$ cat config.mk
export PLATFORM = sky130hd
export DESIGN_NAME = alu_seq
export DESIGN_NICKNAME = d
export VERILOG_FILES = /design/src/rtl/alu_seq.sv
export SDC_FILE = /design/constraint.sdc
export NUM_CORES = 1
export LEC_CHECK = 0
export CORE_MARGIN = 3
export CORE_UTILIZATION = 60
export CTS_CLUSTER_DIAMETER = 80
export CTS_CLUSTER_SIZE = 40
export DETAILED_ROUTE_END_ITERATION = 16
export PLACE_DENSITY = 0.84
export SYNTH_ARGS = -nofsm -noshare
export SYNTH_HDL_FRONTEND = slang
export SYNTH_SLANG_ARGS = --single-unit
$ cat constraint.sdc
create_clock -name clk -period 6.8 [get_ports clk]
set_input_delay 1.7 -clock clk [delete_from_list [all_inputs] [get_ports clk]]
set_output_delay 1.7 -clock clk [all_outputs]
set_load 0.005 [all_outputs]
$ cat src/rtl/alu_seq.sv
// alu_seq: registered ALU with valid/ready on both sides and an iterative shift-add MUL.
// One operation in flight; result and flags hold until the sink takes them.
module alu_seq #(
   parameter  int WIDTH = 8,
   localparam int CNT_W = $clog2(WIDTH + 1)
) (
   input  logic             clk,
   input  logic             rst_n,
   input  logic             in_valid,
   output logic             in_ready,
   input  logic [3:0]       op,
   input  logic [WIDTH-1:0] a,
   input  logic [WIDTH-1:0] b,
   output logic             out_valid,
   input  logic             out_ready,
   output logic [WIDTH-1:0] result,
   output logic             flag_z,
   output logic             flag_c,
   output logic             flag_n,
   output logic             flag_v,
   output logic             err
);

   // Handshake: a transfer happens on a rising edge where valid && ready are both high.
   // in_ready depends on state only; out_valid/result/flags are registers held until taken.

   localparam logic [3:0] OP_ADD = 4'd0;
   localparam logic [3:0] OP_SUB = 4'd1;
   localparam logic [3:0] OP_SHL = 4'd2;
   localparam logic [3:0] OP_SHR = 4'd3;
   localparam logic [3:0] OP_AND = 4'd4;
   localparam logic [3:0] OP_OR  = 4'd5;
   localparam logic [3:0] OP_XOR = 4'd6;
   localparam logic [3:0] OP_NOT = 4'd7;
   localparam logic [3:0] OP_MUL = 4'd8;

   localparam logic [WIDTH-1:0] SHIFT_LIM = WIDTH'(WIDTH);

   typedef enum logic [1:0] {
      IDLE = 2'd0,
      BUSY = 2'd1,
      DONE = 2'd2
   } state_t;

   state_t               state_q;
   state_t               state_d;

   logic [3:0]           op_q;
   logic [WIDTH-1:0]     a_q;
   logic [WIDTH-1:0]     b_q;
   logic [2*WIDTH-1:0]   acc_q;
   logic [2*WIDTH-1:0]   mcand_q;
   logic [WIDTH-1:0]     mplier_q;
   logic [CNT_W-1:0]     cnt_q;

   logic [WIDTH:0]       ext;
   logic [WIDTH-1:0]     alu_res;
   logic                 alu_c;
   logic                 alu_v;
   logic                 alu_err;

   logic                 accept;
   logic                 mul_done;

   assign in_ready = (state_q == IDLE);
   assign accept   = in_valid && (state_q == IDLE);
   assign mul_done = (op_q == OP_MUL) && (cnt_q == '0);

   always_ff @(posedge clk or negedge rst_n) begin
      if (!rst_n) begin
         state_q <= IDLE;
      end else begin
         state_q <= state_d;
      end
   end

   // Single-cycle ops spend one BUSY cycle computing from the captured operands.
   always_comb begin
      state_d = state_q;
      case (state_q)
         IDLE:    if (in_valid) state_d = BUSY;
         BUSY:    if ((op_q != OP_MUL) || mul_done) state_d = DONE;
         DONE:    if (out_ready) state_d = IDLE;
         default: state_d = IDLE;
      endcase
   end

   always_comb begin
      ext     = '0;
      alu_res = '0;
      alu_c   = 1'b0;
      alu_v   = 1'b0;
      alu_err = 1'b0;
      case (op_q)
         OP_ADD: begin
            ext     = {1'b0, a_q} + {1'b0, b_q};
            alu_res = ext[WIDTH-1:0];
            alu_c   = ext[WIDTH];
            alu_v   = (a_q[WIDTH-1] == b_q[WIDTH-1]) && (alu_res[WIDTH-1] != a_q[WIDTH-1]);
         end
         OP_SUB: begin
            ext     = {1'b0, a_q} - {1'b0, b_q};
            alu_res = ext[WIDTH-1:0];
            alu_c   = ext[WIDTH];
            alu_v   = (a_q[WIDTH-1] != b_q[WIDTH-1]) && (alu_res[WIDTH-1] != a_q[WIDTH-1]);
         end
         OP_SHL:  alu_res = (b_q >= SHIFT_LIM) ? '0 : (a_q << b_q);
         OP_SHR:  alu_res = (b_q >= SHIFT_LIM) ? '0 : (a_q >> b_q);
         OP_AND:  alu_res = a_q & b_q;
         OP_OR:   alu_res = a_q | b_q;
         OP_XOR:  alu_res = a_q ^ b_q;
         OP_NOT:  alu_res = ~a_q;
         OP_MUL:  alu_res = '0;
         default: alu_err = 1'b1;
      endcase
   end

   always_ff @(posedge clk or negedge rst_n) begin
      if (!rst_n) begin
         op_q      <= '0;
         a_q       <= '0;
         b_q       <= '0;
         acc_q     <= '0;
         mcand_q   <= '0;
         mplier_q  <= '0;
         cnt_q     <= '0;
         out_valid <= 1'b0;
         result    <= '0;
         flag_z    <= 1'b0;
         flag_c    <= 1'b0;
         flag_n    <= 1'b0;
         flag_v    <= 1'b0;
         err       <= 1'b0;
      end else begin
         case (state_q)
            IDLE: begin
               if (accept) begin
                  op_q     <= op;
                  a_q      <= a;
                  b_q      <= b;
                  acc_q    <= '0;
                  mcand_q  <= {{WIDTH{1'b0}}, a};
                  mplier_q <= b;
                  cnt_q    <= CNT_W'(WIDTH);
               end
            end
            BUSY: begin
               if (op_q == OP_MUL) begin
                  if (cnt_q != '0) begin
                     if (mplier_q[0]) acc_q <= acc_q + mcand_q;
                     mcand_q  <= mcand_q << 1;
                     mplier_q <= mplier_q >> 1;
                     cnt_q    <= cnt_q - CNT_W'(1);
                  end else begin
                     out_valid <= 1'b1;
                     result    <= acc_q[WIDTH-1:0];
                     flag_z    <= (acc_q[WIDTH-1:0] == '0);
                     flag_n    <= acc_q[WIDTH-1];
                     flag_c    <= |acc_q[2*WIDTH-1:WIDTH];
                     flag_v    <= 1'b0;
                     err       <= 1'b0;
                  end
               end else begin
                  out_valid <= 1'b1;
                  result    <= alu_res;
                  flag_z    <= (alu_res == '0);
                  flag_n    <= alu_res[WIDTH-1];
                  flag_c    <= alu_c;
                  flag_v    <= alu_v;
                  err       <= alu_err;
               end
            end
            DONE: begin
               if (out_ready) out_valid <= 1'b0;
            end
            default: out_valid <= 1'b0;
         endcase
      end
   end

endmodule

==> metrics.txt <==
status=complete, no violations; vias per std cell=6.29; # resized after CTS=0; Period minus WS final=3.40 ns; Area growth, synth to finish=10.4%; Worst path top cell family by delay=compound AO/OA/AOI/OAI gates; pre-CTS setup slack=3.42 ns; Setup Skew=0.0138 ns; fin nets=724; register area share after synthesis=34.3%; vias=4957; Ports=39; Synth Instances=638; critical path's largest stage delay=0.94 ns; WHS=0.488 ns; Leak Pwr=0.00278 uW; maximum clock path buffer count=2; endpoints failing setup=0; Post-CTS Hold Buffers=0; power per cell area=472 mW/mm^2; number of global-route vias before repair=4670; Final ANT Viol Nets=0; area share of the largest cell type after synthesis=34.3%; GP Congestion=0.981; DRT iter0 DRCs=661; clock sink count=79; number of flops mapped to enable cells by yosys=0; WP data arrival=3.67 ns; Post-CTS Repair Setup Buffers=0; clock transition at the registers of the reported paths=0.09 ns; crit-path cells=ha_1 -> inv_1 -> fa_1 -> nor3b_1 -> a211o_1 -> a222oi_1 -> nand3_1 -> a31oi_1 -> nand2_1 -> o31ai_2; IO Port Bufs=38; CP max-delay cell=dfrtp_1; Max-cap violations=0; Mean Syn Cell Area=9.04 sq um; CP Class=reg2reg; TritonCTS clock tree=built; flops & latches, synth=79; first-pass GRT wire length=23800 um; yosys warns=0; Final Max Slew Viols=0; syn nets=707; unrepaired setup endpoints after global routing=no; gr ovfl total=0; row count=35; H-tree level count=3; dominant cells by area after synthesis=dfrtp_1, ha_1, nand2_1; Die H=104 um; post-DP HPWL=10600 um; Slew HR=34.0%; Peak Freq=0.294 GHz; Critical Path Fanout Max=21; met2 Usage GRT=41.2%; CTS root buf=clkbuf_8; Post-Syn Area=0.00577 sq mm; worst path bufs/invs=1; CP Capture Type=register; largest net degree at the start of global routing=80; TNS Setup=0 ns; width of the chip=104 um; drt wl/cell=18.1 um; GRT met1 Usage=39.6%; post-synth top area cell=dfrtp_1; Tightest Pin Transition=0.990 ns; Core ar.=0.00928 sq mm; final worst setup slack=3.40 ns; final WL=14300 um; DRT Pass-1 Iters=7; GRT Max-Usage Layer=met2; Die ar.=0.0108 sq mm; Max VDD drop=0.000224 V; startpoint types=register; n_diodes=0; FFs w/ async S/R, synth=100%; Inserted Clock Buffers=9; CP Data Required Time=7.07 ns; initial antenna violation count=0; total global-route track usage=27.2%; Final Hold Viols=0; Min-Delay Path Class=reg2reg; Netlist cell types=70; Initial Util=62.1%; GRT met3 Usage=5.34%; clk_lat worst skew=0.36 ns; share of layout cells above drive strength 1=8.04%; period utilization=50.0%; DRC Markers=0; ys flop type=dfrtp_1
[cells in the final DEF, fill, tap and decap left out, types with 3 or more instances in the layout]
master           instances
o21bai_1                 5
nand2_1                101
a211o_1                  5
a21oi_1                 21
a211oi_1                 7
o21ai_0                 67
a211oi_2                 4
a2111oi_0                5
a22o_1                   4
nand3_1                 14
clkdlybuf4s50_1         37
nor3b_1                  3
nand2b_1                 6
clkbuf_8                10
a21o_1                   5
a32o_1                   3
xor2_1                   7
and2_1                   5
a31oi_1                  8
o211ai_1                 5
ha_1                    42
nor2_1                  34
buf_4                    5
or3_1                    4
inv_1                   37
dfrtp_1                 79
xnor2_1                 11
o21ai_1                  7
mux4_2                  14
nor3_1                  17
nor4_1                   5
nor2b_1                  3
mux2i_1                 22
fa_1                     3
nand4b_1                 4
[layer usage]
layer | wire length (um) | share of wire [%]
met1 | 6200 | 43
met2 | 6450 | 45
met3 | 1380 | 9.7
met4 | 236 | 1.7
met5 | 0 | 0
[report_power, final]
group | leakage [uW] | internal (uW) | switching [uW]
clock | 0.0000985 | 178 | 179
combinational | 0.00167 | 787 | 947
sequential | 0.00101 | 636 | 281
total | 0.00278 | 1600 | 1410
[cell families after synthesis]
group / count (synthesis) / synth area share [%]
flops: 79 / 34.3
xor+xnor: 18 / 2.73
mux: 40 / 10.7
fa+ha+maj: 45 / 10.2
compound gates: 170 / 19.3
simple gates: 212 / 17.5
buf+inv: 74 / 5.44
[final timing paths]
check                      cells past startpoint   startpoint           to  slack, ns
min in group asynchronous                      1        rst_n          err       1.50
max reg2reg                                   10       b_q[0]       flag_z       3.40
min                                            2  mplier_q[4]  mplier_q[4]       0.49
min reg2reg                                    2  mplier_q[4]  mplier_q[4]       0.49
max in group asynchronous                      1        rst_n       a_q[6]       4.66
max                                           10       b_q[0]       flag_z       3.40
[worst min-delay path, cell delays in order, from the launching register on]
cell and delay [ns]:
dfrtp_1 0.35, nand2_1 0.05, o21ai_0 0.06
[cell usage after synthesis (all sizes together) (5+ instances only)]
cell / instances
a211oi: 11
mux4: 16
o21ai: 75
and2: 6
ha: 42
a31oi: 8
nand2: 101
mux2i: 22
nor4: 6
o211ai: 5
nor3: 17
o21bai: 5
a21o: 5
xor2: 7
inv: 38
a2111oi: 5
nor2: 36
nand2b: 6
a21oi: 21
xnor2: 11
buf: 17
nand3: 14
a211o: 5
dfrtp: 79
clkbuf: 19
[per-stage QoR]
step / area (sq um) / cells / utilization, % / total power, uW
floorplan: 5770 / 638 / - / 2150
global placement: 6170 / 773 / 66.5 / 2530
detailed placement: 6170 / 773 / 66.5 / 2620
CTS: 6370 / 788 / 68.6 / 2980
global route: 6370 / 788 / 68.6 / 3240
finish: 6370 / 788 / 68.6 / 3010
[sequential cells by signal (all words and copies together) (netlist names), 2 cells and up]
| signal | count |
|---|---|
| acc_q | 16 |
| mcand_q | 16 |
| a_q | 8 |
| b_q | 8 |
| mplier_q | 8 |
| result | 8 |
| cnt_q | 4 |
| op_q | 4 |
| state_q | 2 |
[layout make-up]
cell class / instances / area (sq um)
clock buffer: 10 / 138
tap: 129 / 161
sequential: 79 / 1980
timing repair buffer: 42 / 408
inverter: 38 / 145
clock inverter: 5 / 56.3
multi-input combinational: 485 / 3480
fill: 716 / 2920
No activity file was read; power rests on OpenSTA's default activity.
